### src/rtl/game_state_ctrl.sv
// Game-flow controller: IDLE -> PLAY -> WIN/LOSE -> IDLE, with alien/life counters and score.
// Define GAME_SCORE_EN to compile in the saturating score accumulator; otherwise score is tied to zero.
module game_state_ctrl #(
   parameter int NUM_ALIENS       = 24,
   parameter int NUM_LIVES        = 3,
   parameter int HOLD_CYCLES      = 320_000_000,
   parameter int POINTS_PER_ALIEN = 10
) (
   input  logic        clk,
   input  logic        rst,
   input  logic        start_btn,
   input  logic        alien_hit,
   input  logic        player_hit,
   output logic        game_active,
   output logic        winner,
   output logic        game_over,
   output logic [5:0]  aliens_left,
   output logic [1:0]  lives_left,
   output logic [15:0] score
);

   localparam int HOLD_W = $clog2(HOLD_CYCLES + 1);
   localparam logic [HOLD_W-1:0] HOLD_LAST   = HOLD_W'(HOLD_CYCLES - 1);
   localparam logic [5:0]        ALIENS_INIT = 6'(NUM_ALIENS);
   localparam logic [1:0]        LIVES_INIT  = 2'(NUM_LIVES);

   typedef enum logic [1:0] {IDLE, PLAY, WIN, LOSE} state_t;

   state_t            state;
   logic              start_q;
   logic [HOLD_W-1:0] hold_cnt;
   logic              start_rise;

   // start_q resets high so a button held through reset does not start a game
   assign start_rise = start_btn & ~start_q;

   always_ff @(posedge clk or posedge rst) begin
      if (rst) begin
         state       <= IDLE;
         start_q     <= 1'b1;
         hold_cnt    <= '0;
         game_active <= 1'b0;
         winner      <= 1'b0;
         game_over   <= 1'b0;
         aliens_left <= '0;
         lives_left  <= '0;
      end else begin
         start_q <= start_btn;
         case (state)
            IDLE: begin
               if (start_rise) begin
                  state       <= PLAY;
                  game_active <= 1'b1;
                  aliens_left <= ALIENS_INIT;
                  lives_left  <= LIVES_INIT;
               end
            end
            PLAY: begin
               if (alien_hit && aliens_left != 6'd0)
                  aliens_left <= aliens_left - 6'd1;
               if (player_hit && lives_left != 2'd0)
                  lives_left <= lives_left - 2'd1;
               // a simultaneous last alien and last life counts as a win
               if (alien_hit && aliens_left == 6'd1) begin
                  state       <= WIN;
                  game_active <= 1'b0;
                  winner      <= 1'b1;
               end else if (player_hit && lives_left == 2'd1) begin
                  state       <= LOSE;
                  game_active <= 1'b0;
                  game_over   <= 1'b1;
               end
            end
            WIN, LOSE: begin
               if (hold_cnt == HOLD_LAST) begin
                  hold_cnt  <= '0;
                  state     <= IDLE;
                  winner    <= 1'b0;
                  game_over <= 1'b0;
               end else begin
                  hold_cnt <= hold_cnt + HOLD_W'(1);
               end
            end
            default: state <= IDLE;
         endcase
      end
   end

`ifdef GAME_SCORE_EN
   function automatic logic [15:0] sat_add_points(input logic [15:0] value);
      logic [16:0] sum;
      sum = {1'b0, value} + 17'(POINTS_PER_ALIEN);
      return sum[16] ? 16'hFFFF : sum[15:0];
   endfunction

   always_ff @(posedge clk or posedge rst) begin
      if (rst) begin
         score <= '0;
      end else if (state == IDLE && start_rise) begin
         score <= '0;
      end else if (state == PLAY && alien_hit && aliens_left != 6'd0) begin
         score <= sat_add_points(score);
      end
   end
`else
   // points value still referenced so both builds share one parameter list
   assign score = 16'(POINTS_PER_ALIEN) & 16'h0000;
`endif

endmodule

### config.mk
export PLATFORM = sky130hd
export DESIGN_NAME = game_state_ctrl
export DESIGN_NICKNAME = d
export VERILOG_FILES = /design/src/rtl/game_state_ctrl.sv
export SDC_FILE = /design/constraint.sdc
export NUM_CORES = 1
export LEC_CHECK = 0
export BUFFER_PORTS_ARGS = -buffer_cell sky130_fd_sc_hd__buf_2
export CAP_MARGIN = 20
export CORE_ASPECT_RATIO = 0.75
export CORE_MARGIN = 5
export CORE_UTILIZATION = 40
export CTS_CLUSTER_SIZE = 28
export DETAILED_ROUTE_END_ITERATION = 8
export GPL_ROUTABILITY_DRIVEN = 0
export SLEW_MARGIN = 10
export SYNTH_ARGS = -nofsm -noshare
export SYNTH_HDL_FRONTEND = slang
export SYNTH_SLANG_ARGS = --single-unit
export TNS_END_PERCENT = 5
### constraint.sdc
create_clock -name clk -period 2.5 [get_ports clk]
set_input_delay 0.25 -clock clk [delete_from_list [all_inputs] [get_ports clk]]
set_output_delay 0.25 -clock clk [all_outputs]
set_load 0.05 [all_outputs]
==> run_results.csv <==
group,metric,value,unit
setup_path,crit_type,"register to register",
sta,post-route-period-util,84.6,%
logic_synthesis,yosys.cell_types.count,55,
routing,vias_per_cell,5.26,
setup_path,startpoint_type,"register",
cts,clkTransAtPathRegs,0.08,ns
global_routing,first_global_vias,1713,
cts,htree_levels,2,
setup_path,regToRegEndpoint,"hold_cnt[25]$_DFFE_PP0N_",
placement,pre_cts_ws,0.369,ns
sta,timing.hold.ws,0.0618,ns
floorplan,fp-row-count,24,
routing,vias,1853,
logic_synthesis,synth_seq_cells,43,
final_layout,stdcell_count,352,
logic_synthesis,ys_async_sr_fraction,100,%
cts,clkLatencyLatePin,0.30,ns
routing,wire_per_inst,14.6,µm
setup_path,crit_family,"simple AND/OR/NAND/NOR gates",
worst_hold_path,min_to,"start_q$_DFF_PP1_",
setup_path,rr_worst_depth,5,
logic_synthesis,seq_area_frac_synth,44.1,%
setup_path,crit_chain,"or3b_1, or4_4, nor4_4, buf_4, a21oi_1",
setup_path,r2r-start,"hold_cnt[26]$_DFFE_PP0N_",
placement,dp_cells,343,
cts,ctsHoldBuffers,1,
placement,io_buffers,15,
sta,skew,0.00757,ns
setup_path,critical_path.max_stage_delay,0.53,ns
global_routing,grt_util_all_layers,14.0,%
sta,rsz0062_at_grt,"no",
logic_synthesis,yosysTopAreaCell,"dfrtp_1",
global_routing,grt_antenna_before_repair,0,
placement,dp.final_hpwl,3.82,mm
final_layout,fin_area,2680,µm²
sta,maxSlewHeadroom,59.3,%
setup_path,startpoint,"hold_cnt[26]$_DFFE_PP0N_",
logic_synthesis,synth_ff_type,"dfrtp_1",
sta,fin_setup_tns,0,ns
run_status,status,"completed",
routing,firstDrtPassIters,4,
worst_hold_path,hp-start,"start_btn",
sta,tightest_slew,0.608,ns
floorplan,die_height,77.7,µm
placement,postPlaceCellArea,2570,µm²
final_layout,syn_to_final_growth,9.62,%
sta,slew_violations,0,
cts,cts_buffers,5,
power,peakVddDrop,0.000212,V
setup_path,r2r_slack,0.38,ns
routing,drt_iter0_markers,117,
cts,clock_sinks,43,
final_layout,final_nets,284,
cts,cts_tree,"built",
final_layout,utilization,45.5,%
routing,drt_wl_total,5.13,mm
sta,hold_violations,0,
setup_path,required,2.67,ns
logic_synthesis,synth_top_cells_by_count,"dfrtp_1, nand2_1, buf_4, nand3_1, nor2_1",
routing,antenna_left,0,
worst_hold_path,hp-class,"input port to register",
routing,drc,0,
logic_synthesis,postSynthCellCount,250,
logic_synthesis,yosysTopAreaCellShare,43.0,%
logic_synthesis,yosysMostFrequentCell,"dfrtp_1",
final_layout,fill_cells,598,
setup_path,cp_max_fo,7,
global_routing,grt_max_degree,17,
power,total_power,1.31,mW
logic_synthesis,synth_edf_count,0,
power,powerDensity,489,nW/µm²
final_layout,diodes,0,
logic_synthesis,postSynthAreaPerCell,9.78,µm²
logic_synthesis,ys_top_cells_by_area,"dfrtp_1, xnor2_1, buf_4",
sta,finalCriticalPeriod,2.12,ns
sta,worst_slack,0.384,ns
power,leakage,1.20,nW
floorplan,chipWidth,100,µm
cts,postCtsResizedCells,0,
floorplan,initial_core_util,41.5,%
setup_path,cp_num_buf_inv,1,
floorplan,die_area,7790,µm²
floorplan,pin_count,32,
job,max_cap_violations,0,
cts,clockRootBuffer,"clkbuf_8",
setup_path,endpoint_kind,"register",
setup_path,worstPathArrival,2.29,ns
global_routing,gr-total-overflow,0,
logic_synthesis,synth_warnings,0,
setup_path,cpMaxStageDelayCell,"or4_4",
worst_hold_path,holdPathStages,1,
sta,clock.fmax,473,MHz
floorplan,core_area,5890,µm²
final_layout,final_layout_size_suffix_gt1_share,16.8,%
cts,clock_path_buffers,2,
global_routing,grt_pass1_wl,8.65,mm
logic_synthesis,syn_area,2440,µm²
cts,postCtsSetupBuffers,0,
sta,setup_viol,0,
-- flip-flops by register name, indices dropped and copies added (netlist names) --
| register | count |
|---|---|
| winner | 1 |
| state | 2 |
| game_active | 1 |
| start_q | 1 |
| hold_cnt | 29 |
| aliens_left | 6 |
| lives_left | 2 |
| game_over | 1 |
-- layer usage --
layer  routed length (µm)  part of all wire, %  global-route usage (%)
met1                 2650                   52                    21.3
met2                 2120                   41                    19.6
met3                  282                  5.5                    3.05
met4                   74                  1.4                    4.44
met5                    0                    0                       0
-- worst register-to-register path, stage by stage (launching register included) --
cell	delay (ns)
dfrtp_1	0.41
or3b_1	0.38
or4_4	0.53
nor4_4	0.40
buf_4	0.23
a21oi_1	0.05
-- layout make-up --
class                   count  area (µm²)  share of cell area, %
flip-flops and latches     43        1080                   40.2
repair buffers             22         130                   4.86
well taps                  78        97.6                   3.64
inverters                  13        48.8                   1.82
clock buffers               8         100                   3.73
multi-input cells         188        1230                   45.8
-- power by group --
| part | switching, mW | internal [mW] |
|---|---|---|
| clock network | 0.236 | 0.252 |
| logic | 0.0962 | 0.0168 |
| registers | 0.00798 | 0.702 |
| total | 0.340 | 0.971 |
-- cells in the final DEF (no fill, tap or decap), types with 4 or more instances in the layout --
| cell type | instances |
|---|---|
| a21oi_1 | 8 |
| buf_2 | 15 |
| buf_4 | 6 |
| clkbuf_8 | 7 |
| conb_1 | 16 |
| dfrtp_1 | 42 |
| ha_1 | 6 |
| inv_1 | 11 |
| nand2_1 | 20 |
| nand3_1 | 16 |
| nand4_1 | 7 |
| nor2_1 | 16 |
| nor3_1 | 7 |
| nor4_1 | 6 |
| o21ai_0 | 11 |
| or2_2 | 4 |
| or3_1 | 4 |
| xnor2_1 | 14 |
| xor2_1 | 7 |
-- logic make-up (layout without fill, tap and decap cells) --
| logic type | Yosys count | count (layout) | synth area share, % |
|---|---|---|---|
| AOI/OAI and AO/OA | 35 | 35 | 9.21 |
| xor gates and xnor gates | 21 | 21 | 7.52 |
| adders and majority gates | 6 | 6 | 3.07 |
| buffers and inverters | 34 | 43 | 8.09 |
| DFF | 43 | 43 | 44.1 |
| muxes | 1 | 1 | 0.409 |
| other | 1 | 16 | 0.153 |
| and+or+nand+nor | 109 | 109 | 27.5 |
-- worst max path at each step --
stage	end	depth (start not counted)	slack [ns]
final	hold_cnt[25]$_DFFE_PP0N_	5	0.38
after global routing	hold_cnt[25]$_DFFE_PP0N_	5	0.26
after CTS	hold_cnt[25]$_DFFE_PP0N_	5	0.36
after detailed placement	hold_cnt[25]$_DFFE_PP0N_	5	0.37
after global placement	hold_cnt[25]$_DFFE_PP0N_	5	0.41
after floorplan	aliens_left[1]$_DFFE_PP0P_	5	0.61
(Power assumes the default switching activity.)
